===== src/rtl/cpu_cu_pkg.sv =====
// Shared definitions for the cpu_cu control unit: opcodes, FSM states,
// instruction classes, flag and control-bundle types.
package cpu_cu_pkg;

  localparam logic [3:0] OP_NOP    = 4'h0;
  localparam logic [3:0] OP_ALU_LO = 4'h1;
  localparam logic [3:0] OP_ALU_HI = 4'h2;
  localparam logic [3:0] OP_LD     = 4'h3;
  localparam logic [3:0] OP_ST     = 4'h4;
  localparam logic [3:0] OP_BR     = 4'h5;
  localparam logic [3:0] OP_BEQ    = 4'h6;
  localparam logic [3:0] OP_BNE    = 4'h7;
  localparam logic [3:0] OP_BMI    = 4'h8;
  localparam logic [3:0] OP_BCS    = 4'h9;
  localparam logic [3:0] OP_JR     = 4'hA;
  localparam logic [3:0] OP_HALT   = 4'hF;

  localparam logic [3:0] ALU_PASS_R = 4'h0;
  localparam logic [3:0] ALU_PASS_S = 4'h1;

  typedef enum logic [2:0] {
    RST,
    FETCH,
    DECODE,
    EXEC,
    HALT
  } state_e;

  typedef enum logic [2:0] {
    CLS_NOP,
    CLS_ALU,
    CLS_LD,
    CLS_ST,
    CLS_BRANCH,
    CLS_JR,
    CLS_HALT,
    CLS_ILLEGAL
  } instr_cls_e;

  typedef enum logic [2:0] {
    COND_ALWAYS,
    COND_EQ,
    COND_NE,
    COND_MI,
    COND_CS
  } cond_e;

  typedef struct packed {
    logic c;
    logic n;
    logic z;
  } flags_t;

  typedef struct packed {
    logic       w_en;
    logic       s_sel;
    logic       pc_ld;
    logic       pc_inc;
    logic       ir_ld;
    logic       adr_sel;
    logic       pc_sel;
    logic       mem_rd;
    logic       mem_we;
    logic [2:0] w_adr;
    logic [2:0] r_adr;
    logic [2:0] s_adr;
    logic [3:0] alu_op;
  } ctl_t;

  function automatic logic cond_met(input cond_e cond, input flags_t f);
    logic met;
    case (cond)
      COND_EQ: met = f.z;
      COND_NE: met = !f.z;
      COND_MI: met = f.n;
      COND_CS: met = f.c;
      default: met = 1'b1;
    endcase
    return met;
  endfunction

endpackage


===== src/rtl/cpu_cu_if.sv =====
// Control-unit <-> execution-unit/memory bus. The master side is the
// control unit; the slave side is the execution unit plus memory.
interface cpu_cu_if;
  logic [15:0] ir_out;
  logic        C;
  logic        N;
  logic        Z;
  logic        mem_rdy;

  logic        w_en;
  logic        s_sel;
  logic        pc_ld;
  logic        pc_inc;
  logic        ir_ld;
  logic        adr_sel;
  logic        pc_sel;
  logic [2:0]  W_Adr;
  logic [2:0]  R_Adr;
  logic [2:0]  S_Adr;
  logic [3:0]  ALU_OP;
  logic        mem_rd;
  logic        mem_we;
  logic        halted;
  logic        illegal;

  modport master (
    input  ir_out, C, N, Z, mem_rdy,
    output w_en, s_sel, pc_ld, pc_inc, ir_ld, adr_sel, pc_sel,
    output W_Adr, R_Adr, S_Adr, ALU_OP, mem_rd, mem_we, halted, illegal
  );

  modport slave (
    output ir_out, C, N, Z, mem_rdy,
    input  w_en, s_sel, pc_ld, pc_inc, ir_ld, adr_sel, pc_sel,
    input  W_Adr, R_Adr, S_Adr, ALU_OP, mem_rd, mem_we, halted, illegal
  );
endinterface


===== src/rtl/cpu_cu_decode.sv =====
// Combinational instruction decoder: splits the IR into register fields,
// classifies the opcode and selects the branch condition.
module cpu_cu_decode
  import cpu_cu_pkg::*;
(
  input  logic [15:0] ir,
  output instr_cls_e  cls,
  output cond_e       cond,
  output logic [2:0]  w_adr,
  output logic [2:0]  r_adr,
  output logic [2:0]  s_adr,
  output logic [3:0]  alu_op,
  output logic        illegal
);

  logic [3:0] op;

  assign op     = ir[15:12];
  assign w_adr  = ir[11:9];
  assign r_adr  = ir[8:6];
  assign s_adr  = ir[5:3];
  // Opcode 2 selects the upper half of the ALU function space.
  assign alu_op = {op == OP_ALU_HI, ir[2:0]};

  // NOTE: every output of a combinational block gets a default first so no
  // path through the case leaves it unassigned (which would infer a latch).
  always_comb begin
    cls  = CLS_ILLEGAL;
    cond = COND_ALWAYS;
    case (op)
      OP_NOP:               cls = CLS_NOP;
      OP_ALU_LO, OP_ALU_HI: cls = CLS_ALU;
      OP_LD:                cls = CLS_LD;
      OP_ST:                cls = CLS_ST;
      OP_BR:                cls = CLS_BRANCH;
      OP_BEQ: begin
        cls  = CLS_BRANCH;
        cond = COND_EQ;
      end
      OP_BNE: begin
        cls  = CLS_BRANCH;
        cond = COND_NE;
      end
      OP_BMI: begin
        cls  = CLS_BRANCH;
        cond = COND_MI;
      end
      OP_BCS: begin
        cls  = CLS_BRANCH;
        cond = COND_CS;
      end
      OP_JR:                cls = CLS_JR;
      OP_HALT:              cls = CLS_HALT;
      default:              cls = CLS_ILLEGAL;
    endcase
  end

  assign illegal = (cls == CLS_ILLEGAL);

endmodule


===== src/rtl/cpu_cu.sv =====
// Control unit FSM for the 16-bit RISC core: sequences fetch/decode/execute,
// keeps the branch flag register and drives every execution-unit control.
module cpu_cu
  import cpu_cu_pkg::*;
#(
  parameter int unsigned RST_PC_HOLD = 0
)
(
  input logic      clk,
  input logic      reset,
  cpu_cu_if.master bus
);

  localparam logic [1:0] HOLD_LAST = RST_PC_HOLD[1:0];

  state_e     state;
  flags_t     flags;
  logic [1:0] hold_cnt;
  logic       halted_q;
  logic       illegal_q;
  ctl_t       ctl;

  instr_cls_e cls;
  cond_e      cond;
  logic [2:0] dec_w;
  logic [2:0] dec_r;
  logic [2:0] dec_s;
  logic [3:0] dec_alu_op;
  logic       dec_illegal;
  logic       cond_ok;
  logic       mem_op;

  cpu_cu_decode u_decode (
    .ir      (bus.ir_out),
    .cls     (cls),
    .cond    (cond),
    .w_adr   (dec_w),
    .r_adr   (dec_r),
    .s_adr   (dec_s),
    .alu_op  (dec_alu_op),
    .illegal (dec_illegal)
  );

  assign cond_ok = cond_met(cond, flags);
  assign mem_op  = (cls == CLS_LD) || (cls == CLS_ST);

  // NOTE: state registers use non-blocking assignments so every flop samples
  // the pre-edge values regardless of statement order.
  always_ff @(posedge clk or negedge reset) begin
    if (!reset) begin
      state     <= RST;
      flags     <= '0;
      hold_cnt  <= '0;
      halted_q  <= 1'b0;
      illegal_q <= 1'b0;
    end else begin
      case (state)
        RST: begin
          if (hold_cnt == HOLD_LAST) state <= FETCH;
          else                       hold_cnt <= hold_cnt + 2'd1;
        end
        FETCH: begin
          if (bus.mem_rdy) state <= DECODE;
        end
        DECODE: begin
          if (dec_illegal) begin
            state     <= HALT;
            halted_q  <= 1'b1;
            illegal_q <= 1'b1;
          end else if (cls == CLS_HALT) begin
            state    <= HALT;
            halted_q <= 1'b1;
          end else begin
            state <= EXEC;
          end
        end
        EXEC: begin
          // Only ALU results update the flags that later branches test.
          if (cls == CLS_ALU) flags <= '{c: bus.C, n: bus.N, z: bus.Z};
          if (!mem_op || bus.mem_rdy) state <= FETCH;
        end
        HALT:    state <= HALT;
        default: state <= RST;
      endcase
    end
  end

  // Controls are decoded from the current state so an asynchronous reset
  // removes every strobe immediately, including mid-transfer.
  always_comb begin
    ctl = '0;
    case (state)
      FETCH: begin
        ctl.mem_rd = 1'b1;
        ctl.ir_ld  = bus.mem_rdy;
        ctl.pc_inc = bus.mem_rdy;
      end
      EXEC: begin
        case (cls)
          CLS_ALU: begin
            ctl.w_en   = 1'b1;
            ctl.w_adr  = dec_w;
            ctl.r_adr  = dec_r;
            ctl.s_adr  = dec_s;
            ctl.alu_op = dec_alu_op;
          end
          CLS_LD: begin
            ctl.adr_sel = 1'b1;
            ctl.mem_rd  = 1'b1;
            ctl.s_sel   = 1'b1;
            ctl.r_adr   = dec_r;
            ctl.w_adr   = dec_w;
            ctl.alu_op  = ALU_PASS_S;
            ctl.w_en    = bus.mem_rdy;
          end
          CLS_ST: begin
            ctl.adr_sel = 1'b1;
            ctl.mem_we  = 1'b1;
            ctl.r_adr   = dec_r;
            ctl.s_adr   = dec_s;
            ctl.alu_op  = ALU_PASS_S;
          end
          CLS_BRANCH: begin
            ctl.pc_sel = 1'b0;
            ctl.pc_ld  = cond_ok;
          end
          CLS_JR: begin
            ctl.r_adr  = dec_r;
            ctl.alu_op = ALU_PASS_R;
            ctl.pc_sel = 1'b1;
            ctl.pc_ld  = 1'b1;
          end
          default: ;
        endcase
      end
      default: ;
    endcase
  end

  assign bus.w_en    = ctl.w_en;
  assign bus.s_sel   = ctl.s_sel;
  assign bus.pc_ld   = ctl.pc_ld;
  assign bus.pc_inc  = ctl.pc_inc;
  assign bus.ir_ld   = ctl.ir_ld;
  assign bus.adr_sel = ctl.adr_sel;
  assign bus.pc_sel  = ctl.pc_sel;
  assign bus.mem_rd  = ctl.mem_rd;
  assign bus.mem_we  = ctl.mem_we;
  assign bus.W_Adr   = ctl.w_adr;
  assign bus.R_Adr   = ctl.r_adr;
  assign bus.S_Adr   = ctl.s_adr;
  assign bus.ALU_OP  = ctl.alu_op;
  assign bus.halted  = halted_q;
  assign bus.illegal = illegal_q;

endmodule


===== src/flat_wrapper.sv =====
// flat-port wrapper written by rule: the top's interface ports become plain ports
module cpu_cu_flat import cpu_cu_pkg::*;
#(
  parameter int unsigned RST_PC_HOLD = 0
)
  (clk, reset, bus_ir_out, bus_C, bus_N, bus_Z, bus_mem_rdy, bus_w_en, bus_s_sel, bus_pc_ld, bus_pc_inc, bus_ir_ld, bus_adr_sel, bus_pc_sel, bus_W_Adr, bus_R_Adr, bus_S_Adr, bus_ALU_OP, bus_mem_rd, bus_mem_we, bus_halted, bus_illegal);
  cpu_cu_if bus_i ();
  input logic clk;
  input logic reset;
  input wire logic [$bits(bus_i.ir_out)-1:0] bus_ir_out;
  input wire logic [$bits(bus_i.C)-1:0] bus_C;
  input wire logic [$bits(bus_i.N)-1:0] bus_N;
  input wire logic [$bits(bus_i.Z)-1:0] bus_Z;
  input wire logic [$bits(bus_i.mem_rdy)-1:0] bus_mem_rdy;
  output wire logic [$bits(bus_i.w_en)-1:0] bus_w_en;
  output wire logic [$bits(bus_i.s_sel)-1:0] bus_s_sel;
  output wire logic [$bits(bus_i.pc_ld)-1:0] bus_pc_ld;
  output wire logic [$bits(bus_i.pc_inc)-1:0] bus_pc_inc;
  output wire logic [$bits(bus_i.ir_ld)-1:0] bus_ir_ld;
  output wire logic [$bits(bus_i.adr_sel)-1:0] bus_adr_sel;
  output wire logic [$bits(bus_i.pc_sel)-1:0] bus_pc_sel;
  output wire logic [$bits(bus_i.W_Adr)-1:0] bus_W_Adr;
  output wire logic [$bits(bus_i.R_Adr)-1:0] bus_R_Adr;
  output wire logic [$bits(bus_i.S_Adr)-1:0] bus_S_Adr;
  output wire logic [$bits(bus_i.ALU_OP)-1:0] bus_ALU_OP;
  output wire logic [$bits(bus_i.mem_rd)-1:0] bus_mem_rd;
  output wire logic [$bits(bus_i.mem_we)-1:0] bus_mem_we;
  output wire logic [$bits(bus_i.halted)-1:0] bus_halted;
  output wire logic [$bits(bus_i.illegal)-1:0] bus_illegal;
  assign bus_i.ir_out = bus_ir_out;
  assign bus_i.C = bus_C;
  assign bus_i.N = bus_N;
  assign bus_i.Z = bus_Z;
  assign bus_i.mem_rdy = bus_mem_rdy;
  assign bus_w_en = bus_i.w_en;
  assign bus_s_sel = bus_i.s_sel;
  assign bus_pc_ld = bus_i.pc_ld;
  assign bus_pc_inc = bus_i.pc_inc;
  assign bus_ir_ld = bus_i.ir_ld;
  assign bus_adr_sel = bus_i.adr_sel;
  assign bus_pc_sel = bus_i.pc_sel;
  assign bus_W_Adr = bus_i.W_Adr;
  assign bus_R_Adr = bus_i.R_Adr;
  assign bus_S_Adr = bus_i.S_Adr;
  assign bus_ALU_OP = bus_i.ALU_OP;
  assign bus_mem_rd = bus_i.mem_rd;
  assign bus_mem_we = bus_i.mem_we;
  assign bus_halted = bus_i.halted;
  assign bus_illegal = bus_i.illegal;
  cpu_cu #(.RST_PC_HOLD(RST_PC_HOLD)) u_core (.clk(clk), .reset(reset), .bus(bus_i));
endmodule

===== config.mk =====
export PLATFORM = sky130hd
export DESIGN_NAME = cpu_cu_flat
export DESIGN_NICKNAME = d
export VERILOG_FILES = /design/src/rtl/cpu_cu_pkg.sv /design/src/rtl/cpu_cu_if.sv /design/src/rtl/cpu_cu_decode.sv /design/src/rtl/cpu_cu.sv /design/src/flat_wrapper.sv
export SDC_FILE = /design/constraint.sdc
export NUM_CORES = 1
export LEC_CHECK = 0
export CORE_UTILIZATION = 44
export CTS_CLUSTER_SIZE = 30
export DETAILED_ROUTE_END_ITERATION = 7
export GPL_TIMING_DRIVEN = 0
export PLACE_DENSITY = 0.85
export SYNTH_ARGS = -nofsm -noshare
export SYNTH_HDL_FRONTEND = slang
export SYNTH_HIERARCHICAL = 1
export SYNTH_SLANG_ARGS = --single-unit

===== constraint.sdc =====
create_clock -name clk -period 4.4 [get_ports clk]
set_clock_uncertainty 0.2 [all_clocks]
set_input_delay 0.88 -clock clk [delete_from_list [all_inputs] [get_ports clk]]
set_output_delay 0.88 -clock clk [all_outputs]
set_load 0.005 [all_outputs]

==> key figures <==
Global routing
  – All-Layer GR Usage: 21.1%
  – Initial antenna violation count: 0
  – Vias in the first global route: 927
  – Grt ovf: 0
  – Largest net degree at the start of global routing: 11
  – First-pass GRT wire length: 4.11 mm

Power and ir drop
  – Peak VDD IR: 203 uV
  – Leakage: 0.000676 uW
  – Pwr dens: 157 nW/um^2
  – Tot Pwr: 222 uW

Placed design
  – I/O Buffers: 33
  – Final HPWL DP: 1.85 mm
  – DP Cell Count: 176
  – Placed inst area: 1360 sq um
  – Place WS: -0.0617 ns
  – Gpl congestion: 0.743

Critical path
  – Worst EP required: 3.32 ns
  – Crit start category: primary input
  – Crit. End Element: primary output
  – Critical path arrival: 3.15 ns
  – CP Max Fanout: 10
  – Setup CP Type: primary input to primary output
  – R2R cell count: 4

Floorplanning
  – Die ar.: 2460 sq um
  – Rows: 16
  – Initial core utilization: 48.8%
  – Core box area: 2040 sq um
  – Die W: 49.6 um
  – I/O pins: 46
  – Die H: 49.6 um

Synthesis
  – Post-Synth XOR/XNOR Area: 1.76%
  – Predominant post-synthesis flop cell: dfrtp_1
  – Post-synth top area share: 25.1%
  – Syn Inst Count: 116
  – Post-synth cell types: 47
  – #FFs+latches synth: 10
  – Post-synth ARST share: 100%
  – Mapped Area: 997 sq um
  – Syn Nets: 139
  – Sequential-to-total area share from yosys stat: 25.1%
  – Synth Area in Adders: 2.26%
  – Synth area leader: dfrtp_1
  – Post-Syn Area per Cell: 8.60 sq um
  – Largest cells by area after synthesis: dfrtp_1, buf_4, and3_1
  – Complex-gate fraction of the synthesized area: 17.6%
  – Warnings, synthesis: 6
  – Simple-gate share of the synthesized area: 29.2%
  – Main combinational cell family by area after synthesis: simple AND/OR/NAND/NOR gates
  – Mux cell area share after synthesis: 6.65%
  – Number of synthesized flops with an enable pin: 0

Timing
  – Max_slew headroom: 63.5%
  – Setup WS post-layout: 0.169 ns
  – Slew Limit Fails: 0
  – Setup violators final: 0
  – Hold Vio Cnt, Final: 0
  – WHS: 0.277 ns
  – Least-Margin Pin Slew: 0.542 ns
  – Final period utilization: 96.2%
  – Fmax: 0.236 GHz
  – RSZ-0062 raised after global routing: false
  – Final min period: 4.23 ns

Drt
  – Vias post-DR: 930
  – Vias per cell: 5.17
  – # DRC: 0
  – Wire per inst: 13.1 um
  – DRT antenna net count: 0
  – Iteration-0 DRC Markers: 10
  – Total Wirelength: 2.36 mm
  – First-pass DRT Iterations: 2

Final layout
  – Commonest non-fill, non-tap cell in the layout: clkdlybuf4s50_1
  – Most frequent cells in the layout: clkdlybuf4s50_1, buf_4, dfrtp_1
  – Final Non-Filler Cells: 180
  – Layout cells sized above 1: 24.8%
  – Area taken by multi-input logic gates: 587 sq um
  – Nets: 177
  – Seq. cell area: 250 sq um
  – Antenna cells: 0
  – Fin area: 1420 sq um
  – Layout area overhead: 42.0%
  – Final-layout fill cell count: 192

Clocking
  – CTS Buf Count: 3
  – Htree depth: 1
  – CTS Hold Bufs: 0
  – CTS tree: built
  – Setup Buffers After CTS: 0
  – Worst-Skew Late Latency: 0.26 ns
  – CTS Root Buffer Type: clkbuf_4
  – Bufs on Longest Clock Path: 2
  – Clk sink count: 10
  – Clock Pin Slew Worst Setup and Hold Paths: 0.06 ns

Flow run
  – Max Cap Viol: 0

Worst hold path
  – Depth of the worst hold-timing path: 2
  – Hold WC Path Type: flip-flop to flip-flop

Run status
  – Status: completed
==> flip-flops by register name, summed over array words and instances (netlist names) <==
name / count
u_core/state: 3
u_core/flags: 3
u_core/hold_cnt: 2
u_core/bus.halted: 1
u_core/bus.illegal: 1
==> final timing paths <==
| kind | end | slack [ns] | startpoint |
|---|---|---|---|
| min | u_core/bus.halted | 0.28 | u_core/bus.halted |
| max | bus_R_Adr[0] | 0.17 | bus_ir_out[14] |
| min reg2reg | u_core/bus.halted | 0.28 | u_core/bus.halted |
| max reg2reg | u_core/flags[2] | 2.68 | u_core/state[2] |
| max in group asynchronous | u_core/flags[1] | 2.99 | reset |
| min in group asynchronous | u_core/state[2] | 0.72 | reset |
==> cells by family (layout without fill, tap and decap cells) <==
kind of cell	Yosys count	count (layout)
flip-flops	10	10
XOR/XNOR	2	2
buffers and inverters	28	65
adder cells (fa/ha/maj)	2	2
AO/OA/AOI/OAI	23	23
multiplexers	5	5
AND/OR/NAND/NOR	46	46
==> final cells by class <==
type / instances / share of cell area, %
Timing Repair Buffer: 33 / 23.3
Multi-Input combinational cell: 78 / 41.4
Inverter: 6 / 1.59
Clock buffer: 4 / 2.56
Sequential cell: 10 / 17.7
Buffer: 22 / 11.0
Tap cell: 27 / 2.39
==> repair_timing <==
item | CTS | global route
pin swaps | 0 | 0
setup endpoints to repair | 7 | 14
gates resized for setup | 1 | 6
==> worst max-delay path, cell delays in order <==
cell and delay [ns]:
clkdlybuf4s50_1 0.44, maj3_1 0.38, a221oi_2 0.30, clkbuf_4 0.27
o2111a_1 0.24, and2_1 0.13, clkdlybuf4s50_1 0.51
==> layer usage <==
metal	GRT usage, %	up-vias	wire [um]
met2	38.5	15	1280
met3	2.16	2	75
li1	-	468	-
met1	25.3	445	991
met5	0	-	0
met4	7.14	0	14
==> cells in the mapped netlist, types with 2 or more instances <==
library cell / count
and3b_1: 2
buf_6: 2
o21ai_0: 3
nor4b_1: 2
mux2_4: 3
inv_1: 6
and2_1: 6
dfrtp_1: 10
and3_1: 8
nor2_1: 5
nand2b_1: 5
nand3b_1: 3
nand2_1: 5
buf_4: 13
a21bo_2: 2
clkbuf_1: 3
nand3_1: 2
buf_2: 4
a21oi_1: 3
o31ai_1: 2
==> per-stage QoR <==
step / setup TNS [ns] / util [%]
6_report: 0 / 69.4
3_3_place_gp: -0.0694 / 66.7
5_1_grt: 0 / 69.4
3_5_place_dp: -0.208 / 66.7
4_1_cts: 0 / 68.5
2_1_floorplan: 0 / -
==> power by group <==
group          leakage (uW)  switching (uW)  internal, uW
Clock             0.0000210            30.1          50.2
Sequential         0.000129               0          91.9
Combinational      0.000525            23.0          27.0
Note: power is estimated with default switching activity, not from simulation.
